<file path="config.mk">
export PLATFORM = sky130hd
export DESIGN_NAME = product_result_fifo_taint
export DESIGN_NICKNAME = d
export VERILOG_FILES = /design/src/rtl/product_result_fifo_taint.sv
export SDC_FILE = /design/constraint.sdc
export NUM_CORES = 1
export LEC_CHECK = 0
export ABC_AREA = 1
export BUFFER_PORTS_ARGS = -buffer_cell sky130_fd_sc_hd__buf_2
export CAP_MARGIN = 0
export CORE_MARGIN = 2
export CORE_UTILIZATION = 54
export CTS_BUF_LIST = sky130_fd_sc_hd__clkbuf_8
export DETAILED_ROUTE_END_ITERATION = 16
export PLACE_DENSITY = 0.79
export RECOVER_POWER = 25
export SETUP_SLACK_MARGIN = 0.3
export SLEW_MARGIN = 20
export SYNTH_ARGS = -nofsm -noshare
export SYNTH_HDL_FRONTEND = slang
export SYNTH_SLANG_ARGS = --single-unit
</file>
<file path="constraint.sdc">
create_clock -name clk -period 4.1 [get_ports clk]
set_input_delay 0 -clock clk [delete_from_list [all_inputs] [get_ports clk]]
set_output_delay 0 -clock clk [all_outputs]
set_load 0.05 [all_outputs]
</file>
<file path="src/rtl/product_result_fifo_taint.sv">
// product_result_fifo_taint: captures multiplier products on productDone rising edges into a
// small FIFO with valid/ready output, tracking per-entry data taint and a sticky control taint.
`default_nettype none

module product_result_fifo_taint #(
  parameter int WIDTH = 32,
  parameter int DEPTH = 4
) (
  input  logic                         clk,
  input  logic                         rst,
  input  logic [2*WIDTH-1:0]           product,
  input  logic                         product_t,
  input  logic                         productDone,
  input  logic                         productDone_t,
  input  logic                         out_ready,
  input  logic                         out_ready_t,
  output logic [2*WIDTH-1:0]           out_data,
  output logic                         out_data_t,
  output logic                         out_valid,
  output logic                         out_valid_t,
  output logic                         full,
  output logic                         full_t,
  output logic [$clog2(DEPTH+1)-1:0]   count,
  output logic                         overflow,
  output logic                         overflow_t
);

  localparam int AW = $clog2(DEPTH);
  localparam int CW = $clog2(DEPTH+1);
  localparam int EW = 2*WIDTH + 1;

  logic [EW-1:0] mem [DEPTH];
  logic [AW-1:0] head;
  logic [AW-1:0] tail;
  logic [CW-1:0] cnt;
  logic          done_prev;
  logic          occ_t;
  logic          ovf;
  logic          ovf_t;

  logic nonempty;
  logic is_full;
  logic push_req;
  logic pop;
  logic push;
  logic drop;

  assign nonempty = (cnt != '0);
  assign is_full  = (cnt == CW'(DEPTH));
  assign push_req = productDone & ~done_prev;
  assign pop      = nonempty & out_ready;
  // When full, a same-cycle pop frees the slot the push needs.
  assign push     = push_req & (~is_full | pop);
  assign drop     = push_req & is_full & ~pop;

  always_ff @(posedge clk or negedge rst) begin
    if (!rst) begin
      head      <= '0;
      tail      <= '0;
      cnt       <= '0;
      done_prev <= 1'b0;
      occ_t     <= 1'b0;
      ovf       <= 1'b0;
      ovf_t     <= 1'b0;
    end else begin
      done_prev <= productDone;
      occ_t     <= occ_t | productDone_t | (nonempty & out_ready_t);
      if (push) tail <= tail + AW'(1);
      if (pop)  head <= head + AW'(1);
      case ({push, pop})
        2'b10:   cnt <= cnt + CW'(1);
        2'b01:   cnt <= cnt - CW'(1);
        default: cnt <= cnt;
      endcase
      if (drop) begin
        ovf   <= 1'b1;
        ovf_t <= ovf_t | occ_t | productDone_t;
      end
    end
  end

  // Entry storage carries no reset; outputs are gated by occupancy instead.
  always_ff @(posedge clk) begin
    if (push) mem[tail] <= {product_t | productDone_t, product};
  end

  assign out_valid   = nonempty;
  assign out_data    = nonempty ? mem[head][2*WIDTH-1:0] : '0;
  assign out_data_t  = (nonempty & mem[head][2*WIDTH]) | occ_t;
  assign out_valid_t = occ_t;
  assign full        = is_full;
  assign full_t      = occ_t;
  assign count       = cnt;
  assign overflow    = ovf;
  assign overflow_t  = ovf_t;

endmodule

`default_nettype wire

</file>
Word-level counts from Yosys, hierarchy flattened
Memory sizes are Yosys's and may differ from the RTL's.
Cells that the tools add are included.
Widths: inputs -> output; s select.
- memories: 1
- input port bits: 71
- RAM bits: 260
- flip-flop bits (word level): 11
- multiplexer cells: 4
- equality and inequality tests: 3
- reductions and logical operators: 2
- bitwise logic cells: 17
- add/subtract/negate cells: 4
- memory list (name ; depth ; width ; read ports ; clocked after Yosys merged registers in ; wr ports ; line ; source):
    mem ; 4 ; 65 ; 1 ; 0 ; 1 ; 32 ; logic [EW-1:0] mem [DEPTH];
- operator list (operator ; count):
    $mux 64 ; 1
    $and 1x1->1 ; 7
    $or 1x1->1 ; 7
    $pmux 3 s2 ; 1
    $add 2x1->2 const B ; 2
    $add 3x1->3 const B ; 1
    $eq 3x3->1 const B ; 1
    $not 1->1 ; 3
    $reduce_bool 3->1 ; 1
    $sub 3x1->3 const B ; 1
    $eq 2x1->1 const B ; 1
    $eq 2x2->1 const B ; 1
    $mux 1 ; 2
    $reduce_bool 2->1 ; 1

Logic depth before layout (Yosys ltp)
Gate-level depths: netlist of the first run.
- depth after elaboration: 6
- gate-level depth with buffers: 10
- mapped depth without buffers: 10

Worst setup path after synthesis of the first run
No wires, ideal clock.
- path kind: reg-to-reg
- from: register cnt[0], in the netlist count[0]
- to: memory mem[0][0] (netlist bit), enable pin
- library setup time: 488 ps
- required time: 3612 ps
- clock period less this slack: 4245 ps
- cell stages (with the launch flop): 5
- slack: -145 ps
- arrival time: 3756 ps
- path through: dfrtp_1 -> nor2_2 -> nand2_2 -> o21ai_4 -> nor2_1
- longest elaborated chain between the ends: 6
- ends and longest elaborated chain (what ; line ; source):
    start: declaration ; 35 ; logic [CW-1:0] cnt;
    start signal: assignment ; 71 ; 2'b10: cnt <= cnt + CW'(1);
    start signal: assignment ; 72 ; 2'b01: cnt <= cnt - CW'(1);
    start signal: assignment ; 73 ; default: cnt <= cnt;
    $reduce_bool 3->1 or $eq 3x3->1 (tied branches) ; 48, 49 ;
    $and 1x1->1 or $not 1->1 (tied branches) ; 51, 53 ;
    $or 1x1->1 (*) ; 53 ; assign push = push_req & (~is_full | pop);
    $and 1x1->1 (*) ; 53 ;
    $mux 1 (*) ; 84 ; if (push) mem[tail] <= {product_t | productDone_t, product};
    $mux 1 (implied by the code) (*) ; 84 ;
    end: declaration ; 32 ;
Every way passes the cells marked *; elsewhere a longest branch is shown, timed or not.

Worst setup path in the final report of the first run
- from: register head[0]
- to: output port out_data[26]
- longest elaborated chain between the ends: 2
- ends and longest elaborated chain (what ; line ; source):
    start: declaration ; 33 ; logic [AW-1:0] head;
    start signal: assignment ; 69 ; if (pop) head <= head + AW'(1);
    $mem_v2 4x65 ; -- ;
    $mux 64 ; 88 ; assign out_data = nonempty ? mem[head][2*WIDTH-1:0] : '0;
    end: declaration ; 17 ; output logic [2*WIDTH-1:0] out_data,
Every way passes these cells.

==> out/metrics.csv, run 1 <==
metric,value,unit
fmax,325.3,MHz
routed_via_density,5.270,
cts_root_buffer,clkbuf_8,
mostFrequentLayoutCells,"260 x edfxtp_1, 259 x nor2_1, 103 x buf_2",
syn_avg_cell_area,12.78,um^2
die_h,144.8,um
start_util,54.97,%
synthToLayoutAreaGrowth,21.92,%
grt_setup_unrepaired,no,
leakagePower,4.681,nW
synth-seq-cells,271,
synth_cells,837,
final_nets,1139,
hold-worst-slack,0.1259,ns
cp.required,4.10,ns
grt_use_total,22.01,%
crit_start,head[0]$_DFFE_PN0P_,
clk_latency,0.55,ns
clock_path_buffers,3,
ios,145,
numCtsBuffers,44,
synth_fp_nets,913,
multiInputGateArea,0.002276,mm^2
place_congestion,0.7594,
finalSetupViolations,0,
tritoncts,yes,
peakVddDrop,0.5809,mV
dieArea,0.02096,mm^2
drc_errors,0,
via_count,7157,
hold_start,productDone,
dr.pass1.iters,5,
synth_top_family_by_area,simple AND/OR/NAND/NOR gates,
path_max_fanout,82,
overflow,0,
drt_iter0_drc,484,
fillers,1411,
reg2reg_from,done_prev$_DFF_PN0_,
critPathArrivalTime,3.07,ns
yosys-top-cells-area,"edfxtp_1 73%, nor2_1 9.2%, o21ai_0 4.1%",
grt_pass1_wl,35130,um
pre_cts_ws,1.607,ns
ant_nets,0,
synth-simple-area-share,10.67,%
grt_pass1_vias,7212,
status,"finished, final reports clean",
cts_resized,0,
seq_area,0.008088,mm^2
hold_depth,2,
crit_path_end_kind,output pin,
r2r_cells,4,
yosysWarnings,0,
yosysSeqAreaShare,75.55,%
hold_path.class,in2reg,
synth.distinct_cells,27,
fin_skew,0.02267,ns
synth_top_area_share,72.97,%
drive_above_1_share,17.29,%
synthXorXnorAreaFrac,0.2456,%
port_buffers,144,
start_kind,register,
worstSetupPathType,reg2out,
syn-cell-area,0.01070,mm^2
cts_max_level,2,
synth_compound_area_share,9.426,%
coreArea,0.01946,mm^2
hold_viol,0,
drv_cap,0,
setup_ws,1.026,ns
cts.sinks,271,
dieWidth,144.8,um
pwr_density_cell,803.0,mW/mm^2
synth_mux_area_share,0,%
dpl.cell_count,1209,
post_synth_fa_ha_maj_area_fraction,0.6549,%
post-dp-hpwl,12410,um
wire_per_inst,17.20,um
slew_headroom,32.61,%
fin_crit_sh,74.98,%
tightest_slew,1.009,ns
rows,51,
antenna_found_initial,1,
grt_max_degree,103,
rrSetupSlack,1.95,ns
min_period,3.074,ns
clkTransAtPathRegs,0.06,ns
slew_viol_final,0,
final_common_cell,edfxtp_1,
synth_area_leader_cell,edfxtp_1,
fin_cells,1358,
n_antenna_cell,0,
routed_wl,23360,um
path summary, 6_finish.rpt:
kind | end
max reg2reg | mem[3][17]$_DFFE_PP_
min | done_prev$_DFF_PN0_
max in group asynchronous | head[0]$_DFFE_PN0P_
min reg2reg | overflow$_DFFE_PN0P_
max | out_data[26]
min in group asynchronous | count[0]$_DFFE_PN0P_
cells in the mapped netlist:
master,number
nand4_1,2
ha_1,4
buf_2,21
edfxtp_1,260
o21ai_4,1
dfrtp_1,11
nand3_2,1
a21oi_1,66
o21ai_0,88
or2_2,1
a31o_2,1
nand2_2,2
buf_4,8
buf_6,6
nor2_1,263
xor2_1,3
clkbuf_1,7
nand3_1,6
inv_2,3
inv_1,16
o21ai_1,41
nand2_1,11
fa_1,1
o21bai_1,1
nand2_4,2
nor2_2,3
clkbuf_2,8
per-stage QoR:
step / total power (W) / utilization [%] / area (um^2) / setup TNS [ns]
floorplan: 0.007399 / - / 10700 / -37.65
global placement: 0.008368 / 59.67 / 11610 / 0
detailed placement: 0.008456 / 59.67 / 11610 / 0
CTS: 0.01052 / 67.28 / 13090 / 0
global route: 0.01103 / 67.02 / 13040 / 0
finish: 0.01047 / 67.02 / 13040 / 0
critical path, stage by stage (launching register included):
cell and delay, ns:
dfrtp_4 0.76, buf_4 0.75, nor2_1 0.11, nor2_1 0.13, o21ai_0 0.12, a21oi_1 0.25
buf_2 0.33
per-layer routing:
layer / vias up / global-route usage (%) / routed length [um]
met5: - / 0 / 13
met4: 2 / 8.022 / 445
met3: 43 / 4.376 / 1374
met2: 252 / 39.87 / 12270
met1: 3452 / 26.08 / 9254
li1: 3408 / - / -
state kept, by name, summed over array words and instances, names as in the netlist:
signal,cells
mem,260
tail,2
full_t,1
count,3
head,2
overflow,1
done_prev,1
overflow_t,1
logic make-up after synthesis:
family          after synthesis
simple gates                291
flops                       271
xor+xnor                      3
compound gates              198
buf+inv                      69
fa+ha+maj                     5
where the power goes:
group          leakage [nW]  switching [W]  internal (W)
logic                  1.77        0.00382       0.00113
registers              2.48       0.000154       0.00336
clock network         0.432       0.000986       0.00102
cell type report:
class / count / area share (%)
Tap cell: 265 / 2.542
Multi-Input combinational cell: 497 / 17.45
Clock buffer: 45 / 4.748
Timing Repair Buffer: 230 / 11.67
Sequential cell: 271 / 62.00
Clock inverter: 31 / 1.007
Inverter: 19 / 0.5755
what timing repair did:
item                                   CTS  global route
buffers inserted                         0             0
endpoints found under the hold margin  282             0
hold buffers                            73             0
Note: power is estimated with default switching activity, not from simulation.
==> inputs of run 2 (changes only) <==
Clock period 4.1 ns to 2.8 ns, I/O delays scaled along.
==> out/metrics.csv, run 2 (synthesis results as in run 1) <==
metric,value,unit,change
status,"finished, final reports clean",,
max_stage_delay,0.46,ns,-0.30 ns
dr.pass1.iters,5,,unchanged
grt_pass1_wl,35880,um,+2.1%
p_total,0.01540,W,+47%
fmax,406.7,MHz,
ios,145,,unchanged
slowest_stage,dfrtp_4,,
final_nets,1138,,-0.088%
path_max_fanout,131,,+60%
cp_common_cell,nor2_1,,
grt_use_total,22.45,%,+0.43 points
leakagePower,4.676,nW,-0.11%
hold_path.class,in2reg,,
numCtsBuffers,42,,-4.5%
fin_skew,0.02377,ns,+0.001098 ns
via_count,7199,,+0.59%
start_util,54.97,%,unchanged
crit_chain,buf_16 > nor2_1 > nor2_1 > o21ai_0 > a21oi_1 > buf_2,,
drive_above_1_share,16.67,%,-0.63 points
overflow,0,,unchanged
tritoncts,yes,,
drt_iter0_drc,676,,+40%
critPathArrivalTime,2.46,ns,-0.61 ns
path_delay_family,buffers and inverters,,
crit_path_end_kind,output pin,,
slew_viol_final,0,,unchanged
cts_root_buffer,clkbuf_8,,
finalSetupViolations,0,,unchanged
place_congestion,0.8128,,+7.0%
die_h,144.8,um,unchanged
routed_wl,23590,um,+1.0%
peakVddDrop,1.114,mV,+92%
rrSetupSlack,0.83,ns,-1.12 ns
pwr_density_cell,1179,mW/mm^2,+47%
grt_setup_unrepaired,no,,
fillers,1367,,-3.1%
rows,51,,unchanged
ant_nets,0,,unchanged
wire_per_inst,17.46,um,+1.5%
start_kind,register,,
regMostFlops,mem,,
grt_max_degree,132,,+28%
hold_viol,0,,unchanged
min_period,2.459,ns,
setup_tns,0,ns,unchanged
mostFrequentLayoutCells,"260 x edfxtp_1, 259 x nor2_1, 99 x buf_2",,
dieWidth,144.8,um,unchanged
path_buf_inv,2,,unchanged
cts_max_level,2,,unchanged
routed_via_density,5.329,,+1.1%
tightest_slew,0.6865,ns,-0.3228 ns
antenna_found_initial,0,,-1
cp.required,2.80,ns,-1.30 ns
fin_cells,1351,,-0.52%
coreArea,0.01946,mm^2,unchanged
dieArea,0.02096,mm^2,unchanged
clock_path_buffers,3,,unchanged
dpl.cell_count,1212,,+0.25%
clk_latency,0.54,ns,about the same
fin_crit_sh,87.82,%,
final_common_cell,edfxtp_1,,
grt_pass1_vias,7282,,+0.97%
clkTransAtPathRegs,0.06,ns,about the same
n_antenna_cell,0,,unchanged
port_buffers,144,,unchanged
cts.sinks,271,,unchanged
slew_headroom,54.23,%,+22 points
drc_errors,0,,unchanged
worstSetupPathType,reg2out,,
post-dp-hpwl,13570,um,+9.4%
drv_cap,0,,unchanged
largest_register_ff_count,260,,unchanged
synthToLayoutAreaGrowth,22.06,%,
run 2: timing repair:
item	4_1_cts	5_1_grt
endpoints found under the hold margin	282	0
hold buffers	71	0
setup endpoints to repair	2	13
setup buffers	0	0
gates resized for setup	2	3
run 2: report_power, final:
group | switching [W] | leakage, nW | internal, W
combinational | 0.00575 | 1.79 | 0.00174
sequential | 0.000140 | 2.48 | 0.00493
clock | 0.00143 | 0.408 | 0.00141
total | 0.00733 | 4.68 | 0.00808
run 2: path summary, 6_finish.rpt:
| kind | startpoint | to | cells after the start |
|---|---|---|---|
| setup / recovery | head[0]$_DFFE_PN0P_ | out_data[61] | 6 |
| hold / removal | productDone | done_prev$_DFF_PN0_ | 2 |
| setup reg to reg | done_prev$_DFF_PN0_ | mem[3][55]$_DFFE_PP_ | 4 |
| hold reg to reg | overflow$_DFFE_PN0P_ | overflow$_DFFE_PN0P_ | 2 |
| max in group asynchronous | rst | head[0]$_DFFE_PN0P_ | 3 |
| min in group asynchronous | rst | overflow$_DFFE_PN0P_ | 3 |
run 2: through the flow:
stage	hold WS [ns]	utilization (%)	setup WS (ns)	area, um^2
after floorplan	-0.2956	-	-0.3628	10710
after global placement	-0.1073	60.10	0.8818	11700
after global routing	0.1434	67.10	0.2625	13060
after CTS	0.1100	67.34	0.3066	13110
after detailed placement	-0.1046	60.10	0.8323	11700
final	0.1213	67.10	0.3410	13060
run 2: layer usage:
metal,vias up,part of all wire [%],track usage (%)
met2,274,51,39.05
met1,3458,40,27.34
met4,0,3.3,9.504
met5,-,0,0
met3,65,6.4,4.705
li1,3402,-,-
run 2: cell type report:
type	count	area, um^2	area share [%]
clock buffers	43	591.8	4.532
inverters	19	81.33	0.6228
clock inverters	25	100.1	0.7665
multi-input cells	497	2276	17.43
repair buffers	231	1590	12.18
flip-flops and latches	271	8088	61.93
well taps	265	331.6	2.539
==> inputs of run 3 (changes only) <==
Settings changed: ABC_AREA 1 to not set.
==> out/metrics.csv, run 3 <==
metric,value,unit,change
via_count,5403,,-25%
crit_chain,buf_12 > mux4_2 > and2_1 > buf_2,,
min_period,2.366,ns,-0.09288 ns
routed_wl,20450,um,-13%
synth.distinct_cells,30,,+11%
peakVddDrop,0.6457,mV,-42%
syn_avg_cell_area,21.94,um^2,+72%
yosysSeqAreaShare,77.08,%,+1.5 points
setup_tns,0,ns,unchanged
fin_crit_sh,84.50,%,-3.3 points
yosys-top-cells-area,"edfxtp_1 74%, mux4_2 14%, and2_1 4.1%",,
coreArea,0.01889,mm^2,-2.9%
grt_max_degree,70,,-47%
slowest_stage,dfrtp_4,,
path_max_fanout,36,,-73%
final_area,0.01296,mm^2,-0.73%
yosysWarnings,0,,unchanged
worstSetupPathType,reg2out,,
mostFrequentLayoutCells,"260 x edfxtp_1, 100 x buf_2, 73 x dlygate4sd3_1",,
cts_root_buffer,clkbuf_8,,
cts_resized,0,,-2
drive_above_1_share,31.84,%,+15 points
drt_iter0_drc,253,,-63%
start_util,55.50,%,+0.53 points
place_congestion,0.7553,,-7.1%
dieWidth,143.4,um,-0.97%
cts.sinks,271,,unchanged
max_stage_delay,0.75,ns,+0.29 ns
yosysMostFrequentCell,edfxtp_1,,
slew_headroom,57.53,%,+3.3 points
synth_area_leader_cell,edfxtp_1,,
synth_fp_nets,554,,-39%
grt_pass1_vias,6069,,-17%
crit_path_end_kind,output pin,,
dieArea,0.02055,mm^2,-1.9%
grt_setup_unrepaired,no,,
cts_max_level,2,,unchanged
die_h,143.4,um,-0.97%
ios,145,,unchanged
largest_register_ff_count,260,,unchanged
post-dp-hpwl,12580,um,-7.3%
dr.pass1.iters,4,,-1
p_total,0.01434,W,-6.9%
synth-seq-cells,271,,unchanged
n_antenna_cell,0,,unchanged
clk_latency,0.54,ns,about the same
start_kind,register,,
rows,50,,-2.0%
critPathArrivalTime,2.37,ns,-0.09 ns
synth_top_area_share,74.45,%,+1.5 points
synthToLayoutAreaGrowth,23.63,%,
tightest_slew,0.6370,ns,-0.04952 ns
clock_path_buffers,3,,unchanged
fmax,422.6,MHz,+3.9%
regMostFlops,mem,,
cp.required,2.80,ns,about the same
wire_per_inst,20.05,um,+15%
numCtsBuffers,41,,-2.4%
placed_area,0.01155,mm^2,-1.3%
grt_pass1_wl,31930,um,-11%
overflow,0,,unchanged
tritoncts,yes,,
synth_edf_count,260,,unchanged
routed_via_density,5.297,,-0.59%
antenna_found_initial,0,,unchanged
synth_cells,478,,-43%
drv_cap,0,,unchanged
finalSetupViolations,0,,unchanged
hold_path.class,in2reg,,
final_nets,803,,-29%
synth-async-reset-ratio,4.059,%,unchanged
slew_viol_final,0,,unchanged
pwr_density_cell,1106,mW/mm^2,-6.2%
final_core_util,68.62,%,+1.5 points
yosys-top-cells-count,"260 x edfxtp_1, 69 x and2_1, 65 x mux4_2",,
syn-cell-area,0.01049,mm^2,-2.0%
grt_use_total,20.80,%,-1.6 points
synthFlopType,edfxtp_1,,
drc_errors,0,,unchanged
clkTransAtPathRegs,0.06,ns,about the same
status,"finished, final reports clean",,
final_common_cell,edfxtp_1,,
leakagePower,4.498,nW,-3.8%
fin_skew,0.01927,ns,-0.004494 ns
hold_viol,0,,unchanged
port_buffers,144,,unchanged
ant_nets,0,,unchanged
-- run 3: critical path: cells and delay by family, from the launching register on --
family | cells | cell delay (ns)
mux | 1 | 0.35
simple gates | 1 | 0.21
buf+inv | 2 | 0.53
flops | 1 | 0.75
-- run 3: area by class of cell --
class                      count  area [um^2]
fill                        1238         5929
clock inverter                33        133.9
tap                          260        325.3
multi-input combinational    176         2203
sequential                   271         8094
inverter                       5        18.77
timing repair buffer         232         1597
clock buffer                  43        591.8
-- run 3: per-stage QoR --
step,worst slack [ns],hold slack [ns],instances
detailed placement,0.6160,-0.1105,869
floorplan,0.1863,-0.2956,478
finish,0.4339,0.1839,1020
global placement,0.6843,-0.1136,869
global route,0.3532,0.1793,1020
CTS,0.4029,0.1491,1020
-- run 3: final timing paths --
check                                  endpoint  cells after the start  slack, ns            startpoint
max                                out_data[53]                      4       0.43   head[1]$_DFFE_PN0P_
min                         done_prev$_DFF_PN0_                      2       0.18           productDone
max reg2reg                mem[0][25]$_DFFE_PP_                      4       0.60   done_prev$_DFF_PN0_
min reg2reg                overflow$_DFFE_PN0P_                      1       0.46  overflow$_DFFE_PN0P_
max in group asynchronous   head[0]$_DFFE_PN0P_                      3       1.85                   rst
min in group asynchronous   done_prev$_DFF_PN0_                      3       0.53                   rst
-- run 3: kinds of logic (layout without fill, tap and decap cells) --
| logic type | count (synthesis) | after routing | synth area share, % |
|---|---|---|---|
| muxes | 66 | 66 | 14.07 |
| and+or+nand+nor | 89 | 89 | 4.987 |
| buffers and inverters | 31 | 313 | 2.017 |
| xor gates and xnor gates | 5 | 5 | 0.4176 |
| adders and majority gates | 5 | 5 | 0.6682 |
| AOI/OAI and AO/OA | 11 | 11 | 0.7638 |
| DFF | 271 | 271 | 77.08 |
-- run 3: report_power, final --
part           internal, W  switching, W
sequential         0.00495      0.000255
combinational      0.00206       0.00424
clock              0.00142       0.00141
total              0.00844       0.00590
-- run 3: what timing repair did --
| action | 4_1_cts | 5_1_grt |
|---|---|---|
| setup buffers | 2 | 0 |
| setup endpoints to repair | 14 | 0 |
| hold buffers | 73 | 0 |
| hold endpoints to repair | 279 | 0 |
-- run 3: per-layer routing --
layer,part of all wire [%],up-vias,wire (um),GRT usage [%]
met4,2.9,0,597,9.288
met3,5.4,38,1106,3.865
met5,0,-,0,0
li1,-,2432,-,-
met2,53,170,10930,37.22
met1,38,2763,7814,24.70
